<file path="config.mk">
export PLATFORM = sky130hd
export DESIGN_NAME = sprite_compositor_flat
export DESIGN_NICKNAME = d
export VERILOG_FILES = /design/src/rtl/sprite_compositor_if.sv /design/src/rtl/sprite_compositor.sv /design/src/flat_wrapper.sv
export SDC_FILE = /design/constraint.sdc
export NUM_CORES = 1
export LEC_CHECK = 0
export BUFFER_PORTS_ARGS = -buffer_cell sky130_fd_sc_hd__buf_4
export CAP_MARGIN = 5
export CORE_UTILIZATION = 45
export DETAILED_ROUTE_END_ITERATION = 8
export SLEW_MARGIN = 30
export SYNTH_ARGS = -nofsm -noshare
export SYNTH_HDL_FRONTEND = slang
export SYNTH_SLANG_ARGS = --single-unit
</file>
<file path="constraint.sdc">
create_clock -name clk -period 2 [get_ports clk]
set_input_delay 0.3 -clock clk [delete_from_list [all_inputs] [get_ports clk]]
set_output_delay 0.3 -clock clk [all_outputs]
set_load 0.005 [all_outputs]
</file>
<file path="src/rtl/sprite_compositor_if.sv">
// -----------------------------------------------------------------------------
// sprite_compositor_if
// Shadow-bank write bus used by game logic to update sprite attributes.
//   wr_en   : write strobe, one sprite per cycle
//   wr_sel  : sprite index (values >= number of sprites are ignored by the slave)
//   wr_x    : sprite top-left column
//   wr_y    : sprite top-left row
//   wr_rgb  : sprite colour {r[1:0],g[1:0],b[1:0]}
//   wr_vis  : sprite visible
// Modports: master (game logic / bench drives), slave (compositor receives).
// -----------------------------------------------------------------------------
interface sprite_compositor_if;
  logic        wr_en;
  logic [2:0]  wr_sel;
  logic [10:0] wr_x;
  logic [10:0] wr_y;
  logic [5:0]  wr_rgb;
  logic        wr_vis;

  modport master (
    output wr_en, wr_sel, wr_x, wr_y, wr_rgb, wr_vis
  );

  modport slave (
    input wr_en, wr_sel, wr_x, wr_y, wr_rgb, wr_vis
  );
endinterface

</file>
<file path="src/rtl/sprite_compositor.sv">
// -----------------------------------------------------------------------------
// sprite_compositor
// N-sprite registered pixel compositor placed between the VGA timing block and
// the pad mux. Sprite attributes are written into a shadow bank and copied to
// the live bank once per frame (x==0, y==COMMIT_Y) so the picture never tears.
// Sprite 0 has the highest priority; pixels with de=1 that no sprite hits get
// the background colour. Two-stage pipeline, latency 2 for pixels and syncs.
//
// Optional feature: define SPRITE_COLLISION_EN to enable the per-frame
// collision flag; otherwise collision is tied to 0.
//
// Ports:
//   clk, rst_n            pixel clock, asynchronous active-low reset
//   x, y, de              current pixel position and display enable
//   hsync_in, vsync_in    syncs from the timing block
//   wr                    shadow write bus (sprite_compositor_if.slave)
//   r, g, b               2-bit colour channels to pads
//   hsync_out, vsync_out  syncs delayed by 2
//   de_out                de delayed by 2
//   frame_tick            one-cycle pulse after the commit cycle
//   collision             >=2 visible sprites overlapped on a de pixel last frame
// -----------------------------------------------------------------------------
module sprite_compositor #(
  parameter int unsigned N_SPR     = 4,
  parameter int unsigned SPR_W     = 16,
  parameter int unsigned SPR_H     = 16,
  parameter logic [5:0]  BKG_RGB   = 6'h3E,
  parameter int unsigned COMMIT_Y  = 480,
  parameter logic        SYNC_IDLE = 1'b1
) (
  input  logic                      clk,
  input  logic                      rst_n,
  input  logic [10:0]               x,
  input  logic [10:0]               y,
  input  logic                      de,
  input  logic                      hsync_in,
  input  logic                      vsync_in,
  sprite_compositor_if.slave        wr,
  output logic [1:0]                r,
  output logic [1:0]                g,
  output logic [1:0]                b,
  output logic                      hsync_out,
  output logic                      vsync_out,
  output logic                      de_out,
  output logic                      frame_tick,
  output logic                      collision
);

  logic                    commit;
  logic [N_SPR-1:0]        hit_c;
  logic [N_SPR-1:0][5:0]   live_rgb;

  // Stage 1 registers
  logic [N_SPR-1:0]        hit_s1_reg;
  logic [N_SPR-1:0][5:0]   rgb_s1_reg;
  logic                    de_s1_reg;
  logic                    hs_s1_reg;
  logic                    vs_s1_reg;

  // Stage 2 registers
  logic [5:0]              pix_s2_reg;
  logic [5:0]              pix_next;
  logic                    de_s2_reg;
  logic                    hs_s2_reg;
  logic                    vs_s2_reg;
  logic                    frame_tick_reg;

  assign commit = (x == 11'd0) && (y == 11'(COMMIT_Y));

  // Per-sprite shadow/live attribute registers and hit test.
  for (genvar gi = 0; gi < N_SPR; gi++) begin : g_spr
    logic [10:0] shadow_x_reg, shadow_y_reg, live_x_reg, live_y_reg;
    logic [5:0]  shadow_rgb_reg, live_rgb_reg;
    logic        shadow_vis_reg, live_vis_reg;
    logic        sel;
    logic [11:0] px, py, sx, sy;

    // wr_sel values >= N_SPR never match any generated index, so they are dropped.
    assign sel = wr.wr_en && (wr.wr_sel == 3'(gi));

    always_ff @(posedge clk or negedge rst_n) begin
      if (!rst_n) begin
        shadow_x_reg   <= '0;
        shadow_y_reg   <= '0;
        shadow_rgb_reg <= '0;
        shadow_vis_reg <= 1'b0;
        live_x_reg     <= '0;
        live_y_reg     <= '0;
        live_rgb_reg   <= '0;
        live_vis_reg   <= 1'b0;
      end else begin
        // Commit copies the shadow value as it was before this edge, so a
        // write landing on the commit cycle only becomes live next frame.
        if (commit) begin
          live_x_reg   <= shadow_x_reg;
          live_y_reg   <= shadow_y_reg;
          live_rgb_reg <= shadow_rgb_reg;
          live_vis_reg <= shadow_vis_reg;
        end
        if (sel) begin
          shadow_x_reg   <= wr.wr_x;
          shadow_y_reg   <= wr.wr_y;
          shadow_rgb_reg <= wr.wr_rgb;
          shadow_vis_reg <= wr.wr_vis;
        end
      end
    end

    // 12-bit compare: sx+SPR_W cannot wrap, so edge sprites are clipped.
    assign px = {1'b0, x};
    assign py = {1'b0, y};
    assign sx = {1'b0, live_x_reg};
    assign sy = {1'b0, live_y_reg};

    assign hit_c[gi] = live_vis_reg &&
                       (px >= sx) && (px < sx + 12'(SPR_W)) &&
                       (py >= sy) && (py < sy + 12'(SPR_H));
    assign live_rgb[gi] = live_rgb_reg;
  end

  // Stage 1: capture hits, live colours and timing signals.
  always_ff @(posedge clk or negedge rst_n) begin
    if (!rst_n) begin
      hit_s1_reg <= '0;
      rgb_s1_reg <= '0;
      de_s1_reg  <= 1'b0;
      hs_s1_reg  <= SYNC_IDLE;
      vs_s1_reg  <= SYNC_IDLE;
    end else begin
      hit_s1_reg <= hit_c;
      rgb_s1_reg <= live_rgb;
      de_s1_reg  <= de;
      hs_s1_reg  <= hsync_in;
      vs_s1_reg  <= vsync_in;
    end
  end

  // Priority mux: scanning from the highest index down leaves the lowest
  // set hit index as the winner.
  always_comb begin
    pix_next = BKG_RGB;
    for (int i = N_SPR - 1; i >= 0; i--) begin
      if (hit_s1_reg[i]) pix_next = rgb_s1_reg[i];
    end
    if (!de_s1_reg) pix_next = 6'h00;
  end

  // Stage 2: output registers.
  always_ff @(posedge clk or negedge rst_n) begin
    if (!rst_n) begin
      pix_s2_reg     <= '0;
      de_s2_reg      <= 1'b0;
      hs_s2_reg      <= SYNC_IDLE;
      vs_s2_reg      <= SYNC_IDLE;
      frame_tick_reg <= 1'b0;
    end else begin
      pix_s2_reg     <= pix_next;
      de_s2_reg      <= de_s1_reg;
      hs_s2_reg      <= hs_s1_reg;
      vs_s2_reg      <= vs_s1_reg;
      frame_tick_reg <= commit;
    end
  end

  assign r          = pix_s2_reg[5:4];
  assign g          = pix_s2_reg[3:2];
  assign b          = pix_s2_reg[1:0];
  assign de_out     = de_s2_reg;
  assign hsync_out  = hs_s2_reg;
  assign vsync_out  = vs_s2_reg;
  assign frame_tick = frame_tick_reg;

`ifdef SPRITE_COLLISION_EN
  logic [3:0] hit_cnt;
  logic       multi_hit;
  logic       pending_reg;
  logic       collision_reg;

  always_comb begin
    hit_cnt = '0;
    for (int i = 0; i < N_SPR; i++) begin
      hit_cnt = hit_cnt + 4'(hit_s1_reg[i]);
    end
  end

  assign multi_hit = de_s1_reg && (hit_cnt >= 4'd2);

  // The S1 condition of the commit cycle is folded into the reported value,
  // so no pixel from the closing frame is lost when pending clears.
  always_ff @(posedge clk or negedge rst_n) begin
    if (!rst_n) begin
      pending_reg   <= 1'b0;
      collision_reg <= 1'b0;
    end else if (commit) begin
      collision_reg <= pending_reg | multi_hit;
      pending_reg   <= 1'b0;
    end else if (multi_hit) begin
      pending_reg   <= 1'b1;
    end
  end

  assign collision = collision_reg;
`else
  assign collision = 1'b0;
`endif

endmodule

</file>
<file path="src/flat_wrapper.sv">
// flat-port wrapper written by rule: the top's interface ports become plain ports
module sprite_compositor_flat 
#(
  parameter int unsigned N_SPR     = 4,
  parameter int unsigned SPR_W     = 16,
  parameter int unsigned SPR_H     = 16,
  parameter logic [5:0]  BKG_RGB   = 6'h3E,
  parameter int unsigned COMMIT_Y  = 480,
  parameter logic        SYNC_IDLE = 1'b1
)
  (clk, rst_n, x, y, de, hsync_in, vsync_in, r, g, b, hsync_out, vsync_out, de_out, frame_tick, collision, wr_wr_en, wr_wr_sel, wr_wr_x, wr_wr_y, wr_wr_rgb, wr_wr_vis);
  sprite_compositor_if wr_i ();
  input  logic clk;
  input  logic rst_n;
  input  logic [10:0] x;
  input  logic [10:0] y;
  input  logic de;
  input  logic hsync_in;
  input  logic vsync_in;
  output logic [1:0] r;
  output logic [1:0] g;
  output logic [1:0] b;
  output logic hsync_out;
  output logic vsync_out;
  output logic de_out;
  output logic frame_tick;
  output logic collision;
  input wire logic [$bits(wr_i.wr_en)-1:0] wr_wr_en;
  input wire logic [$bits(wr_i.wr_sel)-1:0] wr_wr_sel;
  input wire logic [$bits(wr_i.wr_x)-1:0] wr_wr_x;
  input wire logic [$bits(wr_i.wr_y)-1:0] wr_wr_y;
  input wire logic [$bits(wr_i.wr_rgb)-1:0] wr_wr_rgb;
  input wire logic [$bits(wr_i.wr_vis)-1:0] wr_wr_vis;
  assign wr_i.wr_en = wr_wr_en;
  assign wr_i.wr_sel = wr_wr_sel;
  assign wr_i.wr_x = wr_wr_x;
  assign wr_i.wr_y = wr_wr_y;
  assign wr_i.wr_rgb = wr_wr_rgb;
  assign wr_i.wr_vis = wr_wr_vis;
  sprite_compositor #(.N_SPR(N_SPR), .SPR_W(SPR_W), .SPR_H(SPR_H), .BKG_RGB(BKG_RGB), .COMMIT_Y(COMMIT_Y), .SYNC_IDLE(SYNC_IDLE)) u_core (.clk(clk), .rst_n(rst_n), .x(x), .y(y), .de(de), .hsync_in(hsync_in), .vsync_in(vsync_in), .wr(wr_i), .r(r), .g(g), .b(b), .hsync_out(hsync_out), .vsync_out(vsync_out), .de_out(de_out), .frame_tick(frame_tick), .collision(collision));
endmodule
</file>
## Yosys cells after proc, flatten, opt, wreduce, memory -nomap -nowiden

Index checks and enable logic that the tools add are counted.
Widths: inputs -> output; s select.

| storage, ports and cells | value |
|---|---|
| memory bits (writable) | 0 |
| output and inout bits | 11 |
| input port bits | 60 |
| latch bits | 0 |
| memories | 0 |
| flip-flop bits (word level) | 273 |
| bits in read-only memories | 0 |
| logic and storage cells | 101 |

| cells by class | value |
|---|---|
| order comparisons | 16 |
| add/subtract/negate cells | 8 |
| multiply operators | 0 |
| multiplexer cells | 5 |
| shift-type cells | 0 |
| equality and inequality tests | 4 |
| reduce and logical (&&, ||, !) cells | 23 |
| div/mod/pow operators | 0 |
| bitwise operators | 0 |

Operators by type and width:

| operator | number |
|---|---|
| $add 11x5->12 const B | 8 |
| $lt 11x12->1 | 8 |
| $ge 11x11->1 | 8 |
| $mux 6 | 5 |
| $logic_and 1x1->1 | 21 |
| $eq 11x9->1 const B | 1 |
| $logic_not 11->1 | 1 |
| $eq 3x2->1 const B | 2 |
| $eq 3x1->1 const B | 1 |
| $logic_not 3->1 | 1 |

## Longest topological paths before layout

Gate-level depths: netlist (run 1).

| logic depth | value |
|---|---|
| word-level depth | 5 |
| depth in mapped cells | 10 |

## Worst setup path before layout (run 1)

Ideal clock, no wire load.

| timing path | value |
|---|---|
| path type | flip-flop to flip-flop |
| start | reg u_core.g_spr[0].live_x_reg[4] |
| end | reg u_core.hit_s1_reg[0] |
| clock period less this slack | 2120 ps |
| path slack | -120 ps |
| data arrival time | 1995 ps |
| stages on the path, launching flop included | 10 |
| cells stage by stage | dfrtp_1 ha_1 and3_1 xnor2_1 ha_1 a211oi_1 o21ai_0 a21oi_1 o21bai_1 a2111oi_0 |

| between the ends | value |
|---|---|
| cells in the longest elaborated chain, start to end | 5 |

Ends and longest elaborated chain:

| item | line | RTL |
|---|---|---|
| start: declaration | sprite_compositor.sv:72 | `logic [10:0] shadow_x_reg, shadow_y_reg, live_x_reg, live_y_reg;` |
| start signal: assignment | sprite_compositor.sv:95 | `live_x_reg <= shadow_x_reg;` |
| $add 11x5->12 / $ge 11x11->1 (equally long branches) | sprite_compositor.sv:116 | `(px >= sx) && (px < sx + 12'(SPR_W)) &&` |
| $lt 11x12->1 / $logic_and 1x1->1 (equally long branches) | sprite_compositor.sv:116, sprite_compositor.sv:115 |  |
| $logic_and 1x1->1 * (2 in series) | sprite_compositor.sv:116 |  |
| $logic_and 1x1->1 * | sprite_compositor.sv:117 | `(py >= sy) && (py < sy + 12'(SPR_H));` |
| named net u_core.hit_c[0] | sprite_compositor.sv:50 | `logic [N_SPR-1:0] hit_c;` |
| end signal: assignment | sprite_compositor.sv:130 | `hit_s1_reg <= hit_c;` |
| end: declaration | sprite_compositor.sv:54 | `logic [N_SPR-1:0] hit_s1_reg;` |

The timed path passes the listed nets; every way through them passes the cells marked *.
A chain may end at the register's enable or synchronous reset.

## Worst setup path after layout (run 1)

| timing path | value |
|---|---|
| start | reg u_core.g_spr[2].live_y_reg[4] |
| end | reg u_core.hit_s1_reg[2] |

| between the ends | value |
|---|---|
| cells in the longest elaborated chain, start to end | 3 |

Ends and longest elaborated chain:

| item | line | RTL |
|---|---|---|
| start: declaration | sprite_compositor.sv:72 |  |
| start signal: assignment | sprite_compositor.sv:96 | `live_y_reg <= shadow_y_reg;` |
| $add 11x5->12 / $ge 11x11->1 (equally long branches) | sprite_compositor.sv:117 |  |
| $lt 11x12->1 / $logic_and 1x1->1 (equally long branches) | sprite_compositor.sv:117, sprite_compositor.sv:116 |  |
| $logic_and 1x1->1 * | sprite_compositor.sv:117 |  |
| named net u_core.hit_c[2] | sprite_compositor.sv:50 |  |

Marks and branches as above.

==> impl_metrics.tcl, run 1 <==
set metrics [dict create \
    synthCells 1237 \
    rrSetupSlack_ns -0.22 \
    hp-start "wr_wr_x[5]" \
    numCtsBuffers 29 \
    synth_common_cells "269 x dfrtp_1, 152 x ha_1, 152 x mux2_2" \
    stdcell_count 1904 \
    die_w_um 178 \
    setup_viol 4 \
    yosysUniqueCellTypes 55 \
    ir_drop_v 0.000662 \
    core_um2 30500 \
    syn-cell-area_um2 13900 \
    gp_congestion 0.906 \
    grt_pass1_vias 10400 \
    antenna_cells 0 \
    place_hpwl_um 24800 \
    ys_ff_latch 273 \
    cts_max_level 1 \
    p_int_mw 9.79 \
    multiInputGateArea_um2 6880 \
    fp.dieH_um 178 \
    power.share.combinational_pct 10.4 \
    critPathCapture "u_core.hit_s1_reg[2]$_DFF_PN0_" \
    layout-drive-gt1-share_pct 32.4 \
    sequentialPowerShare_pct 49.2 \
    r2r-end "u_core.hit_s1_reg[2]$_DFF_PN0_" \
    slew_violations 0 \
    grt_pass1_wl_um 55300 \
    syn_nets 1449 \
    max_slew_margin_pct 58.0 \
    cp-start-kind "flip-flop" \
    p_per_area_nw_per_um2 727 \
    crit_type "reg -> reg" \
    async_reset_ff_share_pct 100 \
    fmax_mhz 451 \
    hold_class "in -> reg" \
    worstSkewPairLatency_ns 0.57 \
    synth.most_common_cell "dfrtp_1" \
    drc_errors 0 \
    cp_common_cell "a21oi_2" \
    drtIter0Drc 469 \
    cts-root-buf "clkbuf_16" \
    track_usage_pct 22.7 \
    worst_slew_pin_slew_ns 0.623 \
    cp_max_fo 4 \
    tritoncts "done" \
    rsz0062_at_grt "yes" \
    wl_per_cell_um 18.2 \
    status "finished, violations left" \
    net-switching-power_mw 3.09 \
    synth_edf_count 0 \
    setup_tns_ns -0.530 \
    synth_top_area_share_pct 48.3 \
    startpoint "u_core.g_spr[2].live_y_reg[4]$_DFFE_PN0P_" \
    drtAntennaViolNets 0 \
    clockPowerShare_pct 40.5 \
    min_period_ns 2.22 \
    yosysSeqAreaShare_pct 49.0 \
    place_area_um2 16200 \
    setup_slack_ns -0.218 \
    overflow 0 \
    violations "negative setup slack" \
    io_buffers 69 \
    vias 10100 \
    reg2reg_depth 9 \
    utilization_pct 58.1 \
    antenna_found_initial 0 \
    synth.avg_cell_area_um2 11.3 \
    fillCellCount 2606 \
    finalHoldViolCount 0 \
    initial_core_util_pct 45.7 \
    cts.sinks 273 \
    grt_max_degree 65 \
    cp.required_ns 2.50 \
    cts_max_path_buffers 3 \
    drt_wl_total_um 34600 \
    worst_setup_path_end_kind "flip-flop" \
    io_pins 71 \
    r2r_start "u_core.g_spr[2].live_y_reg[4]$_DFFE_PN0P_" \
    fin_crit_sh_pct 111 \
    drv_cap 0 \
    die_area_um2 31700 \
    clock_skew_ns 0.0161 \
    leakage_nw 8.64 \
    dp_cells 1817 \
    clk_pin_slew_ns 0.06 \
    slowest_delay_ns 0.42 \
    synth_area_leaders "dfrtp_1 48%, ha_1 14%, mux2_2 12%" \
    yosysWarnings 0 \
    yosys.area.top_type "dfrtp_1" \
    switching_share_pct 24.0 \
    fin_nets 1697 \
    drt-pass1-iter-count 8 \
    arrival_ns 2.72 \
    vias_per_cell 5.30 \
    synth_flop_cell "dfrtp_1" \
    final_cell_area_um2 17700 \
    regArea_um2 6840 \
    path_cells "nand3_2, xnor2_2, ha_1, a21oi_2, o21ai_1, a21o_1, a221o_1, a21oi_2, o2111a_1" \
    syn_to_final_growth_pct 27.1 \
    rows 64 \
    cpMaxStageDelayCell "dfrtp_2" \
]
## stage by stage
stage	hold slack [ns]	total power, mW	setup WS [ns]
6_report	0.0109	12.9	-0.218
4_1_cts	0.00124	13.0	-0.240
2_1_floorplan	0.00441	7.02	-0.0468
5_1_grt	0.00324	13.4	-0.324
3_5_place_dp	0.297	7.71	-0.474
3_3_place_gp	0.300	7.63	-0.446
## how the worst min path moves through the flow
stage / end / slack (ns) / cells after the start
after detailed placement: u_core.g_spr[3].shadow_y_reg[2]$_DFFE_PN0P_ / 0.30 / 1
after global placement: u_core.frame_tick$_DFF_PN0_ / 0.30 / 1
after global routing: u_core.g_spr[2].shadow_x_reg[5]$_DFFE_PN0P_ / 0.003 / 2
after floorplan: u_core.de_out$_DFF_PN0_ / 0.004 / 0
final: u_core.g_spr[3].shadow_x_reg[5]$_DFFE_PN0P_ / 0.01 / 2
after CTS: u_core.g_spr[3].shadow_rgb_reg[3]$_DFFE_PN0P_ / 0.001 / 2
## layout make-up
class	instances	area share (%)
repair buffers	253	12.4
multi-input cells	827	38.8
clock inverters	10	0.395
inverters	101	2.14
flip-flops and latches	273	38.6
clock buffers	44	4.87
well taps	396	2.80
## cell usage in the layout, fill, tap and decap left out, types with 10 or more instances in the layout
cell,count
a21o_1,18
a21oi_1,47
buf_12,18
buf_4,208
clkbuf_16,29
dfrtp_1,267
dlygate4sd3_1,26
ha_1,143
inv_1,97
mux2_2,152
nand2_1,110
nand3_1,34
nand4_1,10
nor2_1,22
o21ai_0,105
o21ai_1,16
xnor2_1,37
## kinds of logic (layout without fill, tap and decap cells)
family / count (synthesis) / count (layout) / share of synthesized area (%)
compound gates: 244 / 244 / 10.2
buf+inv: 137 / 408 / 4.12
simple gates: 238 / 238 / 8.18
other cells: 1 / 1 / 0.0269
mux: 152 / 152 / 12.3
flops: 273 / 273 / 49.0
fa+ha+maj: 152 / 152 / 13.6
xor+xnor: 40 / 40 / 2.51
## routing by layer
metal  track usage (%)  share of wire, %
met1              29.9                45
met2              38.4                48
met3              3.03               3.5
met4              7.51               3.2
met5                 0                 0
## power by group through the flow
stage	Sequential, mW	Clock [mW]	Combinational [mW]
2_1_floorplan	6.33	0	0.691
3_3_place_gp	6.40	0	1.23
3_5_place_dp	6.43	0	1.28
4_1_cts	6.33	5.33	1.34
5_1_grt	6.39	5.57	1.47
6_report	6.33	5.21	1.33
## worst max-delay path, delay by kind of cell (launching register included)
| kind | cells | cell delay [ns] |
|---|---|---|
| xor gates and xnor gates | 1 | 0.17 |
| AOI/OAI and AO/OA | 6 | 1.10 |
| and+or+nand+nor | 1 | 0.13 |
| DFF | 1 | 0.42 |
| adders and majority gates | 1 | 0.34 |
## repair_timing
| item | 4_1_cts | 5_1_grt |
|---|---|---|
| endpoints found under the hold margin | 126 | 1 |
| gates resized for setup | 30 | 34 |
| pin swaps | 25 | 25 |
| hold buffers | 25 | 1 |
| endpoints found under the setup margin | 4 | 5 |
| buffers inserted | 3 | 4 |
No activity file was read; power rests on OpenSTA's default activity.
==> inputs of run 2 (changes only) <==
Clock period 2 ns to 2.4 ns, I/O delays scaled along.
==> run 2 against run 1 <==
Against the previous run: the run now ends clean; clock power fell by 11%; core utilization fell by 4.3 points; critical path depth did not move; first-iteration DRC count rose by 24%; sequential power fell by 17%; sequential cell count did not move; clock skew fell by 0.0042 ns; worst setup slack improved by 0.33 ns; final area fell by 7.4%; total power fell by 16%; hold slack improved by 0.041 ns; global-route usage fell by 1.7 points; largest cell class is now registers; largest power group unchanged; highest routed layer unchanged.
==> impl_metrics.tcl, run 2 (synthesis gave the netlist of run 1 again) <==
set metrics [dict create \
    dp_cells 1711 \
    min_period_ns 2.28 \
    clockPowerShare_pct 42.7 \
    layout-drive-gt1-share_pct 23.7 \
    drtIter0Drc 580 \
    switching_share_pct 23.0 \
    rows 64 \
    cts_max_path_buffers 3 \
    stdcell_count 1769 \
    worst_setup_path_end_kind "flip-flop" \
    fmax_mhz 438 \
    rsz0062_at_grt "yes" \
    cp_max_fo 4 \
    antenna_found_initial 0 \
    numCtsBuffers 30 \
    cts_max_level 1 \
    hp-start "wr_wr_rgb[2]" \
    cp.required_ns 2.84 \
    clock_skew_ns 0.0118 \
    grt_max_degree 82 \
    post_cts_buffers 0 \
    cp-start-kind "flip-flop" \
    vias_per_cell 5.35 \
    leakage_nw 7.95 \
    slew_violations 0 \
    fp.dieH_um 178 \
    crit_type "reg -> reg" \
    fin_nets 1563 \
    track_usage_pct 21.0 \
    power.share.combinational_pct 9.0 \
    setup_slack_ns 0.117 \
    status "finished, final reports clean" \
    ir_drop_v 0.000501 \
    hold_class "in -> reg" \
    syn_to_final_growth_pct 17.7 \
    io_pins 71 \
    r2r_start "u_core.g_spr[0].live_y_reg[4]$_DFFE_PN0P_" \
    final_cell_mix "269 x dfrtp_1, 152 x mux2_2, 152 x ha_1, 111 x nand2_1, 111 x o21ai_0" \
    p_per_area_nw_per_um2 662 \
    core_um2 30500 \
    drt_wl_total_um 31700 \
    tritoncts "done" \
    setup_viol 0 \
    fin_crit_sh_pct 95.1 \
    drv_cap 0 \
    max_slew_margin_pct 61.6 \
    gp_congestion 0.865 \
    p_int_mw 8.37 \
    worstSkewPairLatency_ns 0.57 \
    dp_slack_ns 0.00962 \
    final_common_cell "dfrtp_1" \
    initial_core_util_pct 45.7 \
    finalHoldViolCount 0 \
    die_area_um2 31700 \
    vias 9471 \
    sequentialPowerShare_pct 48.4 \
    place_hpwl_um 22400 \
    drtAntennaViolNets 0 \
    drt-pass1-iter-count 5 \
    wl_per_cell_um 17.9 \
    net-switching-power_mw 2.50 \
    overflow 0 \
    grt_pass1_wl_um 51500 \
    holdWs_ns 0.0516 \
    cts-root-buf "clkbuf_16" \
    die_w_um 178 \
    worst_slew_pin_slew_ns 0.570 \
    cts.sinks 273 \
    grt_pass1_vias 9542 \
    drc_errors 0 \
    clk_pin_slew_ns 0.06 \
    arrival_ns 2.73 \
    io_buffers 69 \
    startpoint "u_core.g_spr[0].live_y_reg[4]$_DFFE_PN0P_" \
    antenna_cells 0 \
]
run 2: cell types whose count changed in the layout (fill, tap and decap cells not counted), sizes merged, moves of 2 or more:
| cell | before | now |
|---|---|---|
| buf | 227 | 114 |
| dlygate4sd3 | 26 | 4 |
| bufinv | 0 | 3 |
| clkbuf | 44 | 46 |
| clkinv | 7 | 5 |
| clkinvlp | 2 | 0 |
run 2: final timing paths:
| path | end | slack (ns) | depth (start not counted) |
|---|---|---|---|
| max | u_core.hit_s1_reg[0]$_DFF_PN0_ | 0.12 | 9 |
| min | u_core.g_spr[3].shadow_rgb_reg[2]$_DFFE_PN0P_ | 0.05 | 2 |
| max reg2reg | u_core.hit_s1_reg[0]$_DFF_PN0_ | 0.12 | 9 |
| min reg2reg | u_core.vsync_out$_DFF_PN1_ | 0.36 | 0 |
| max in group asynchronous | u_core.vsync_out$_DFF_PN1_ | 1.39 | 3 |
| min in group asynchronous | u_core.frame_tick$_DFF_PN0_ | 0.27 | 2 |
run 2: power groups by stage:
stage                     sequential, mW  clock (mW)  combinational (mW)
final                               5.26        4.64               0.975
after CTS                           5.26        4.77               0.991
after global placement              5.32           0               0.953
after detailed placement            5.34           0               0.982
after global routing                5.31        4.99                1.09
after floorplan                     5.27           0               0.574
run 2: timing repair:
| action | CTS | global route |
|---|---|---|
| hold buffers | 4 | 0 |
| endpoints found under the setup margin | 2 | 3 |
| gates resized for setup | 1 | 11 |
| endpoints found under the hold margin | 34 | 0 |
| pin swaps | 1 | 3 |
run 2: worst max-delay path: stages, from the launching register on:
cell	delay, ns
dfrtp_1	0.42
ha_1	0.25
and3_1	0.17
xnor2_1	0.13
ha_1	0.31
nand4_1	0.11
nor3b_1	0.06
a221oi_1	0.31
o21ai_1	0.16
a2111oi_2	0.25
run 2: final cells by class:
class / count / area, um2
fill: 2678 / 14100
sequential: 273 / 6840
multi-input combinational: 827 / 6610
timing repair buffer: 118 / 1080
clock buffer: 46 / 861
tap: 396 / 495
inverter: 101 / 379
clock inverter: 8 / 140
run 2: metrics by stage:
stage	utilization, %	power [mW]	cell area, um2	TNS, ns
2_1_floorplan	-	5.85	13900	0
3_3_place_gp	50.2	6.28	15300	-0.0615
3_5_place_dp	50.2	6.32	15300	0
4_1_cts	53.6	11.0	16400	0
5_1_grt	53.8	11.4	16400	-0.0451
6_report	53.8	10.9	16400	0
run 2: layer usage:
metal	track usage, %	wire length, um
met3	2.98	1270
met4	4.20	497
met1	29.4	15000
met5	0	0
met2	34.5	14900
